--- src/rtl/bsg_rr_arb_mux_one_hot_reg.sv ---
// Registered round-robin arbitration stage.
// Grants one of els_p requesting channels per cycle with a fair rotating
// one-hot grant, selects the winner's payload through an AND-OR mux and holds
// it in a single-entry output register drained with a valid/ready handshake.
module bsg_rr_arb_mux_one_hot_reg #(
   parameter int width_p = 9,
   parameter int els_p   = 5
) (
   input  logic                       clk_i,
   input  logic                       reset_n_i,
   input  logic [els_p-1:0]           v_i,
   input  logic [els_p*width_p-1:0]   data_i,
   output logic [els_p-1:0]           yumi_o,
   output logic                       v_o,
   output logic [width_p-1:0]         data_o,
   output logic [els_p-1:0]           sel_one_hot_o,
   input  logic                       ready_i
);

   localparam int ptr_w_lp = $clog2(els_p);

   logic [ptr_w_lp-1:0] last_r;
   logic [ptr_w_lp-1:0] grant_idx;
   logic [els_p-1:0]    grant;
   logic [width_p-1:0]  mux_data;
   logic                space;
   logic                any_v;

   // The register can take a new item when it is empty or draining now.
   assign space = ~v_o | ready_i;
   assign any_v = |v_i;

   // Cyclic search for the first requester after the last winner.
   // NOTE: every variable written here gets a default first, otherwise paths
   // that skip an assignment would infer a latch.
   always_comb begin : grant_search
      logic found;
      int   cand;
      grant     = '0;
      grant_idx = last_r;
      found     = 1'b0;
      cand      = 0;
      for (int i = 1; i <= els_p; i++) begin
         cand = int'(last_r) + i;
         if (cand >= els_p) cand = cand - els_p;
         if (!found && v_i[cand]) begin
            found       = 1'b1;
            grant[cand] = 1'b1;
            grant_idx   = ptr_w_lp'(cand);
         end
      end
   end

   // AND-OR one-hot mux: only the granted channel's payload survives.
   always_comb begin
      mux_data = '0;
      for (int k = 0; k < els_p; k++) begin
         mux_data = mux_data | (data_i[k*width_p +: width_p] & {width_p{grant[k]}});
      end
   end

   // Consume the winner only when the output register can take it; this is
   // the intended combinational path from ready_i to yumi_o.
   assign yumi_o = (space & reset_n_i) ? grant : '0;

   // Output register and round-robin pointer.
   // NOTE: state is updated with non-blocking assignments so every register
   // samples the pre-edge values, independent of statement order.
   always_ff @(posedge clk_i or negedge reset_n_i) begin
      if (!reset_n_i) begin
         v_o           <= 1'b0;
         data_o        <= '0;
         sel_one_hot_o <= '0;
         last_r        <= ptr_w_lp'(els_p - 1);
      end else if (space) begin
         if (any_v) begin
            v_o           <= 1'b1;
            data_o        <= mux_data;
            sel_one_hot_o <= grant;
            last_r        <= grant_idx;
         end else begin
            v_o           <= 1'b0;
            sel_one_hot_o <= '0;
         end
      end
   end

endmodule
--- config.mk ---
export PLATFORM = sky130hd
export DESIGN_NAME = bsg_rr_arb_mux_one_hot_reg
export DESIGN_NICKNAME = d
export VERILOG_FILES = /design/src/rtl/bsg_rr_arb_mux_one_hot_reg.sv
export SDC_FILE = /design/constraint.sdc
export NUM_CORES = 1
export LEC_CHECK = 0
export CELL_PAD_IN_SITES_DETAIL_PLACEMENT = 1
export CELL_PAD_IN_SITES_GLOBAL_PLACEMENT = 1
export CORE_MARGIN = 2
export CORE_UTILIZATION = 37
export CTS_CLUSTER_SIZE = 14
export DETAILED_ROUTE_END_ITERATION = 6
export GPL_ROUTABILITY_DRIVEN = 0
export HOLD_SLACK_MARGIN = 0.12
export PLACE_DENSITY_LB_ADDON = 0.2
export SLEW_MARGIN = 20
export SYNTH_ARGS = -nofsm -noshare
export SYNTH_HDL_FRONTEND = slang
export SYNTH_SLANG_ARGS = --single-unit
export TNS_END_PERCENT = 1
--- constraint.sdc ---
create_clock -name clk_i -period 5.3 [get_ports clk_i]
set_input_delay 1.06 -clock clk_i [delete_from_list [all_inputs] [get_ports clk_i]]
set_output_delay 1.06 -clock clk_i [all_outputs]
set_load 0.01 [all_outputs]
; After elaboration in Yosys (flattened, before gate mapping)
; Cells that the tools add are included.
[totals]
ff_bits = 18
inputBits = 53
output_inout_bits = 20
word_cells = 109
[classes]
n_addsub = 10
n_lt_le_gt_ge = 15
muxes = 47
bitwise = 16
reduce_logical = 17
[op_table]
columns = op, n
row1 = $ge 32x1->1 const B, 5
row2 = $lt 32x5->1 const B, 5
row3 = $mux 32, 5
row4 = $and 9x9->9, 5
row5 = $or 9x9->9, 4
row6 = $mux 5, 7
row7 = $sub 4x3->5 const B, 5
row8 = $ge 4x3->1 const B, 5
row9 = $mux 1, 20
row10 = $or 5x5->5, 4
row11 = $bmux 1 s3, 5
row12 = $demux 1 s3, 5
row13 = $mux 3, 5
row14 = $logic_and 1x1->1, 9
row15 = $add 3x2->4 const B, 2
row16 = $add 3x3->4 const B, 2
row17 = $reduce_bool 5->1, 1
row18 = $reduce_or 5->1, 1
row19 = $add 3x1->4 const B, 1
row20 = $logic_not 1->1, 4
row21 = $reduce_and 3->1, 1
row22 = $reduce_and 2->1, 1
row23 = $and 1x1->1, 1
row24 = $not 1->1, 1
row25 = $or 1x1->1, 1

; Logic depth before layout (Yosys ltp)
; Gate-level depths: netlist of the first run.
[logic_depth]
depth_word = 24
mapped_depth = 15
mapped_depth_nobuf = 12

; Worst setup path before layout of the first run
; No wires, ideal clock.
[synth_path]
path_type = reg2out
start = register last_r[2]
end = output yumi_o[0]
arrival_ns = 3.306
required_time_ns = 4.240
setup_slack_ns = 0.934
path_stages_with_launch = 13
n_path_buf = 2
cell_sequence = dfstp_2 buf_6 inv_1 ha_1 a2111oi_4 mux2i_2 mux2i_1 o211ai_2 nand2_1 or4b_1 and4_4 buf_6 nor2_1
[synth_via]
elab_chain_len = 20
word_cells_on_any_way = 82
cone_classes = add/sub: 10 / order compare: 15 / mux: 40 / bitwise: 4 / reduce/logical: 13
[synth_lines]
columns = item, line
row1 = from (decl), 22  ; logic [ptr_w_lp-1:0] last_r;
row2 = from (signal assigned), 74  ; last_r <= ptr_w_lp'(els_p - 1);
row3 = from (signal assigned), 80  ; last_r <= grant_idx;
row4 = branches (longest 18 deep; another with $ge 32x1->1), --
row5 = $mux 5 *, 46  ; if (!found && v_i[cand]) begin
row6 = $mux 5 *, 64  ; assign yumi_o = (space & reset_n_i) ? grant : '0;
row7 = to (decl), 13  ; output logic [els_p-1:0] yumi_o,
; Every way passes the cells marked *. The select of a mux whose other input is x is not followed.

; Final worst setup path of the first run
[layout_path]
start = register last_r[0]
end = output yumi_o[0]
; The elaborated chain is that of the path after synthesis.

==> results of run 1 <==
-- final timing paths --
kind / from / endpoint
hold / removal: sel_one_hot_o[4] / sel_one_hot_o[4]
setup / recovery: last_r[0] / yumi_o[0]
max in group asynchronous: reset_n_i / last_r[2]
min in group asynchronous: reset_n_i / data_o[6]
setup reg to reg: last_r[0] / data_o[0]
hold reg to reg: sel_one_hot_o[4] / sel_one_hot_o[4]
-- repair_timing --
action | in CTS | in global routing
buffers inserted | 0 | 1
setup endpoints to repair | 1 | 3
pin swaps | 0 | 2
resized for setup | 1 | 5
-- cells by family after synthesis --
logic type | Yosys count
multiplexers | 14
buffers and inverters | 32
AO/OA/AOI/OAI | 133
XOR/XNOR | 3
adder cells (fa/ha/maj) | 12
flip-flops | 18
AND/OR/NAND/NOR | 168
-- synth_stat cells, drive strengths merged (3+ instances only) --
library cell	number
nor3	14
nor3b	3
mux2	3
dfrtp	17
a31oi	4
inv	6
a2111o	10
a2bb2oi	6
and3	4
ha	11
nand3	5
nor4	6
clkbuf	5
o21ai	21
nand4	7
nor2b	12
nor2	32
o22a	5
nand2b	7
and2	16
nand2	51
a21boi	3
o211ai	21
o32ai	3
o21a	4
a211oi	4
mux2i	11
a211o	5
o22ai	4
a21o	6
buf	20
a21oi	14
-- flip-flops by register name, summed over array words and instances (netlist names) --
| name | cells |
|---|---|
| data_o | 9 |
| last_r | 3 |
| sel_one_hot_o | 5 |
| v_o | 1 |
-- metal layers --
metal | vias up | share of wire, % | wire length (microns) | global-route usage [%]
li1 | 1611 | - | - | -
met1 | 1691 | 44 | 5300 | 36.5
met2 | 142 | 47 | 5670 | 44.7
met3 | 31 | 6.8 | 826 | 5.59
met4 | 0 | 3.1 | 377 | 8.33
met5 | - | 0 | 0 | 0
-- cell type report --
type                       count  area [sq um]  area share [%]
clock buffer                   4          55.1            1.36
inverter                       7          30.0           0.741
multi-input combinational    330          2400            59.3
sequential                    18           452            11.1
tap                          105           131            3.24
timing repair buffer         105           981            24.2
-- placed cells by master, fill, tap and decap left out, types with 3 or more instances in the layout --
cell and n:
o21ai_0 14, inv_1 5, nor4_1 6, a21boi_0 3, nor2_1 30, and2_1 16
buf_4 32, nor3b_1 3, ha_1 11, a31oi_1 3, o21a_1 4, o22a_1 4
a2bb2oi_1 4, a21oi_1 14, nor2b_1 12, mux2i_1 9, o211ai_1 13, clkdlybuf4s50_1 72
a21o_1 6, and3_1 4, nand3_1 5, o21ai_1 5, dfrtp_1 17, o22ai_1 3
clkbuf_8 4, nand4_1 6, nand2_1 51, a2111o_1 10, nand2b_1 7, a211o_1 5
nor3_1 14, o211ai_2 8
-- stage by stage --
step	area (sq um)	instances
after floorplan	3050	380
after global placement	3950	564
after detailed placement	3950	564
after CTS	4000	568
after global routing	4050	569
final	4050	569
-- worst min-delay path, stage by stage (launching register included) --
cell and delay, ps:
dfrtp_1 350, nand2_1 50, o21ai_1 60
==> impl_metrics.yaml, run 1 <==
timing:
  setup_tns_ps: 0
  slew_headroom_pct: 56.1
  worst_hold_slack_ps: 497
  grt_setup_unrepaired: "no"
  skew_ps: 11.2
  max_freq_ghz: 0.193
  finalCriticalPeriod_ps: 5180
  final-hold-violation-count: 0
  fin_ws_ps: 120
  period_share_pct: 97.7
  tightest_slew_ps: 651
  setup_viol: 0
  final_max_slew_viol_count: 0
place:
  hpwlAfterDp_microns: 9580
  place_ws_ps: 432
  port-buffer-count: 72
hold_path:
  hold_class: "reg -> reg"
  min_path_cells: 2
cts:
  clock_sinks: 18
  h-tree-depth: 1
  root_buffer: "clkbuf_8"
  cts_max_path_buffers: 2
  cts_tree: "yes"
  cts_buffers: 3
  clk_latency_ps: 260
  cts_hold_buffers: 0
  path_clk_slew_ps: 70
logic_synthesis:
  synth_edf_count: 0
  synth_largest_area_cell: "dfrtp_1"
  synthArstFlopShare_pct: 100
  syn_nets: 445
  yosys.area_share.simple_pct: 28.0
  synth.distinct_cells: 82
  synth_warnings: 0
  ys_seq_area_share_pct: 14.8
  synth-compound-area-share_pct: 38.2
  synthXorXnorAreaFrac_pct: 1.11
  synthCells: 380
  synth-adder-area-share_pct: 5.17
  synth_area_leaders: "dfrtp_1 14%, nand2_1 6.3%, ha_1 4.5%"
  ys_ff_latch: 18
  synth_top_area_share_pct: 14.0
  synth_top_family_by_area: "compound AO/OA/AOI/OAI gates"
  syn_avg_cell_area_sq_um: 8.02
  ys.flop_type: "dfrtp_1"
  muxShareOfSynthArea_pct: 5.38
  syn_area_sq_mm: 0.00305
critical_path:
  path_depth: 12
  ff2ff_path_depth: 13
  path_buf_inv: 3
  worstPathArrival_ps: 4120
  cp.required_ps: 4240
  critPathSlowestCell: "or4b_1"
  path_class: "reg -> out"
  startpoint_type: "flop"
  crit_chain: "clkinvlp_4, buf_4, ha_1, fa_1, a2bb2oi_1, o21ai_1, o211ai_2, nand2_1, or4b_1, and4_4, nor2_1, clkdlybuf4s50_1"
  cp-end-kind: "output port"
  crit_family: "simple AND/OR/NAND/NOR gates"
  ff2ff_setup_slack_ps: 1160
  crit_fanout: 7
  crit_path_max_incr_delay_ps: 570
cells_and_area:
  n_antenna_cell: 0
  syn_to_final_growth_pct: 33.0
  fill_cells: 995
  fin_util_pct: 50.1
  layout-drive-gt1-share_pct: 16.6
  nets: 530
global_routing:
  grt_pass1_vias: 3593
  antenna_found_initial: 0
  globalRouteTotalUtil_pct: 27.4
  grt_pass1_wl_microns: 19000
  overflow: 0
  grt_start_max_net_pins: 37
job:
  cap_violations: 0
route:
  wl_microns: 12200
  drt-initial-drc-count: 286
  drc: 0
  ant_nets: 0
  wl_per_cell_microns: 21.4
  drtPass1Iterations: 5
  vias: 3475
  vias_per_cell: 6.11
die:
  io_pins: 73
  coreArea_sq_mm: 0.00809
  initial_core_util_pct: 37.6
  die_area_sq_mm: 0.00898
  die_y_microns: 94.7
  fp.dieW_microns: 94.7
  row_count: 33
outcome:
  status: "complete, no violations"
Power of run 1 is not shown: default switching activity piles up to over one toggle a cycle in this logic, so the estimate is an artifact.
==> inputs of run 2 (changes only) <==
--- a/config.mk
+++ b/config.mk
@@ -7,8 +7,9 @@
 export LEC_CHECK = 0
 export CELL_PAD_IN_SITES_DETAIL_PLACEMENT = 1
 export CELL_PAD_IN_SITES_GLOBAL_PLACEMENT = 1
+export CORE_ASPECT_RATIO = 1.2
 export CORE_MARGIN = 2
-export CORE_UTILIZATION = 37
+export CORE_UTILIZATION = 40
 export CTS_CLUSTER_SIZE = 14
 export DETAILED_ROUTE_END_ITERATION = 6
 export GPL_ROUTABILITY_DRIVEN = 0
==> constraint.sdc (replaced) <==
create_clock -name clk_i -period 6.7 [get_ports clk_i]
set_input_delay 1.34 -clock clk_i [delete_from_list [all_inputs] [get_ports clk_i]]
set_output_delay 1.34 -clock clk_i [all_outputs]
set_load 0.01 [all_outputs]
==> run 2 against run 1 <==
Critical path depth down 1. Routed wire length down 11%. Utilization up 2.0 points. Sequential share of layout area up 0.72 points. Setup slack better by 460 ps. Critical path type unchanged.
==> impl_metrics.yaml, run 2 (synthesized netlist as in run 1, its figures left out) <==
route:
  wl_microns: 10900
  vias: 3281
  ant_nets: 0
  drc: 0
  wl_per_cell_microns: 20.5
  drtPass1Iterations: 4
  drt-initial-drc-count: 137
  vias_per_cell: 6.20
timing:
  worst_hold_slack_ps: 489
  tightest_slew_ps: 751
  finalCriticalPeriod_ps: 6120
  max_freq_ghz: 0.163
  period_share_pct: 91.3
  fin_ws_ps: 581
  grt_setup_unrepaired: "no"
  slew_headroom_pct: 49.4
  final_max_slew_viol_count: 0
  setup_tns_ps: 0
  setup_viol: 0
  skew_ps: 5.06
  final-hold-violation-count: 0
die:
  coreArea_sq_mm: 0.00732
  initial_core_util_pct: 41.6
  die_area_sq_mm: 0.00833
  fp.dieW_microns: 83.7
  die_y_microns: 99.6
  row_count: 34
  io_pins: 73
critical_path:
  cp.required_ps: 5360
  crit_chain: "inv_1, ha_1, a2111oi_4, o32ai_1, o21ai_1, o211ai_2, and2_1, a2111oi_4, nor2_1, nor2_1, clkdlybuf4s50_1"
  crit_fanout: 16
  path_class: "reg -> out"
  critPathSlowestCell: "dfstp_2"
  startpoint_type: "flop"
  crit_path_max_incr_delay_ps: 740
  worstPathArrival_ps: 4780
  cp-end-kind: "output port"
cells_and_area:
  layout-drive-gt1-share_pct: 10.9
  largest_register_ffs: 9
  n_antenna_cell: 0
  final_common_cell: "clkdlybuf4s50_1"
  syn_to_final_growth_pct: 24.9
  nets: 505
  mostFrequentLayoutCells: "72 x clkdlybuf4s50_1, 51 x nand2_1, 30 x nor2_1"
  regMostFlops: "data_o"
  reg_top3: "data_o x9, sel_one_hot_o x5, last_r x3"
  fill_cells: 923
cts:
  root_buffer: "clkbuf_8"
  path_clk_slew_ps: 70
  cts_max_path_buffers: 2
  cts_buffers: 3
  clock_sinks: 18
  cts_hold_buffers: 0
  clk_latency_ps: 260
  h-tree-depth: 1
  cts_setup_buffers: 0
  cts_resized: 0
  cts_tree: "yes"
global_routing:
  antenna_found_initial: 0
  overflow: 0
  grt_start_max_net_pins: 37
  grt_pass1_vias: 3462
  globalRouteTotalUtil_pct: 26.0
  grt_pass1_wl_microns: 17900
outcome:
  status: "complete, no violations"
place:
  place_ws_ps: 892
  port-buffer-count: 72
  hpwlAfterDp_microns: 8580
hold_path:
  hold_class: "reg -> reg"
job:
  cap_violations: 0
[run 2: cell types whose count changed in the layout (fill, tap and decap cells not counted), sizes merged]
cell      delta
clkinvlp     -1
buf         -25
clkinv       +1
[run 2: final timing paths]
check	depth (start not counted)	slack (ps)	startpoint	to
max in group asynchronous	2	5020	reset_n_i	last_r[2]
setup reg to reg	12	2230	last_r[2]	data_o[7]
hold reg to reg	1	490	sel_one_hot_o[1]	sel_one_hot_o[1]
min in group asynchronous	2	1410	reset_n_i	sel_one_hot_o[1]
setup / recovery	11	580	last_r[2]	yumi_o[3]
hold / removal	1	490	sel_one_hot_o[1]	sel_one_hot_o[1]
[run 2: critical path, delay by kind of cell, from the launching register on]
kind                     cells  cell delay [ps]
AND/OR/NAND/NOR              3              590
flip-flops                   1              740
buffers and inverters        2              850
adder cells (fa/ha/maj)      1              460
AO/OA/AOI/OAI                5             1860
[run 2: per-stage QoR]
step / cells / util (%) / instance area (sq um)
floorplan: 380 / - / 3050
global placement: 525 / 51.2 / 3750
detailed placement: 525 / 51.2 / 3750
CTS: 529 / 51.9 / 3800
global route: 529 / 52.0 / 3810
finish: 529 / 52.0 / 3810
[run 2: final cells by class]
class	count	area (sq um)	area share, %
multi-input combinational	330	2380	62.5
timing repair buffer	80	781	20.5
sequential	18	452	11.9
tap	90	113	2.96
clock buffer	4	55.1	1.45
inverter	7	26.3	0.690
[run 2: routing by layer]
metal  share of wire [%]  up-vias  track usage, %  wire length [microns]
met5                   0        -               0                      0
met4                 3.1        0            9.31                    332
met3                 5.8       27            5.64                    625
met2                  49      107            45.1                   5270
met1                  43     1587            31.7                   4630
li1                    -     1560               -                      -
Power of run 2 is left out for the same reason.
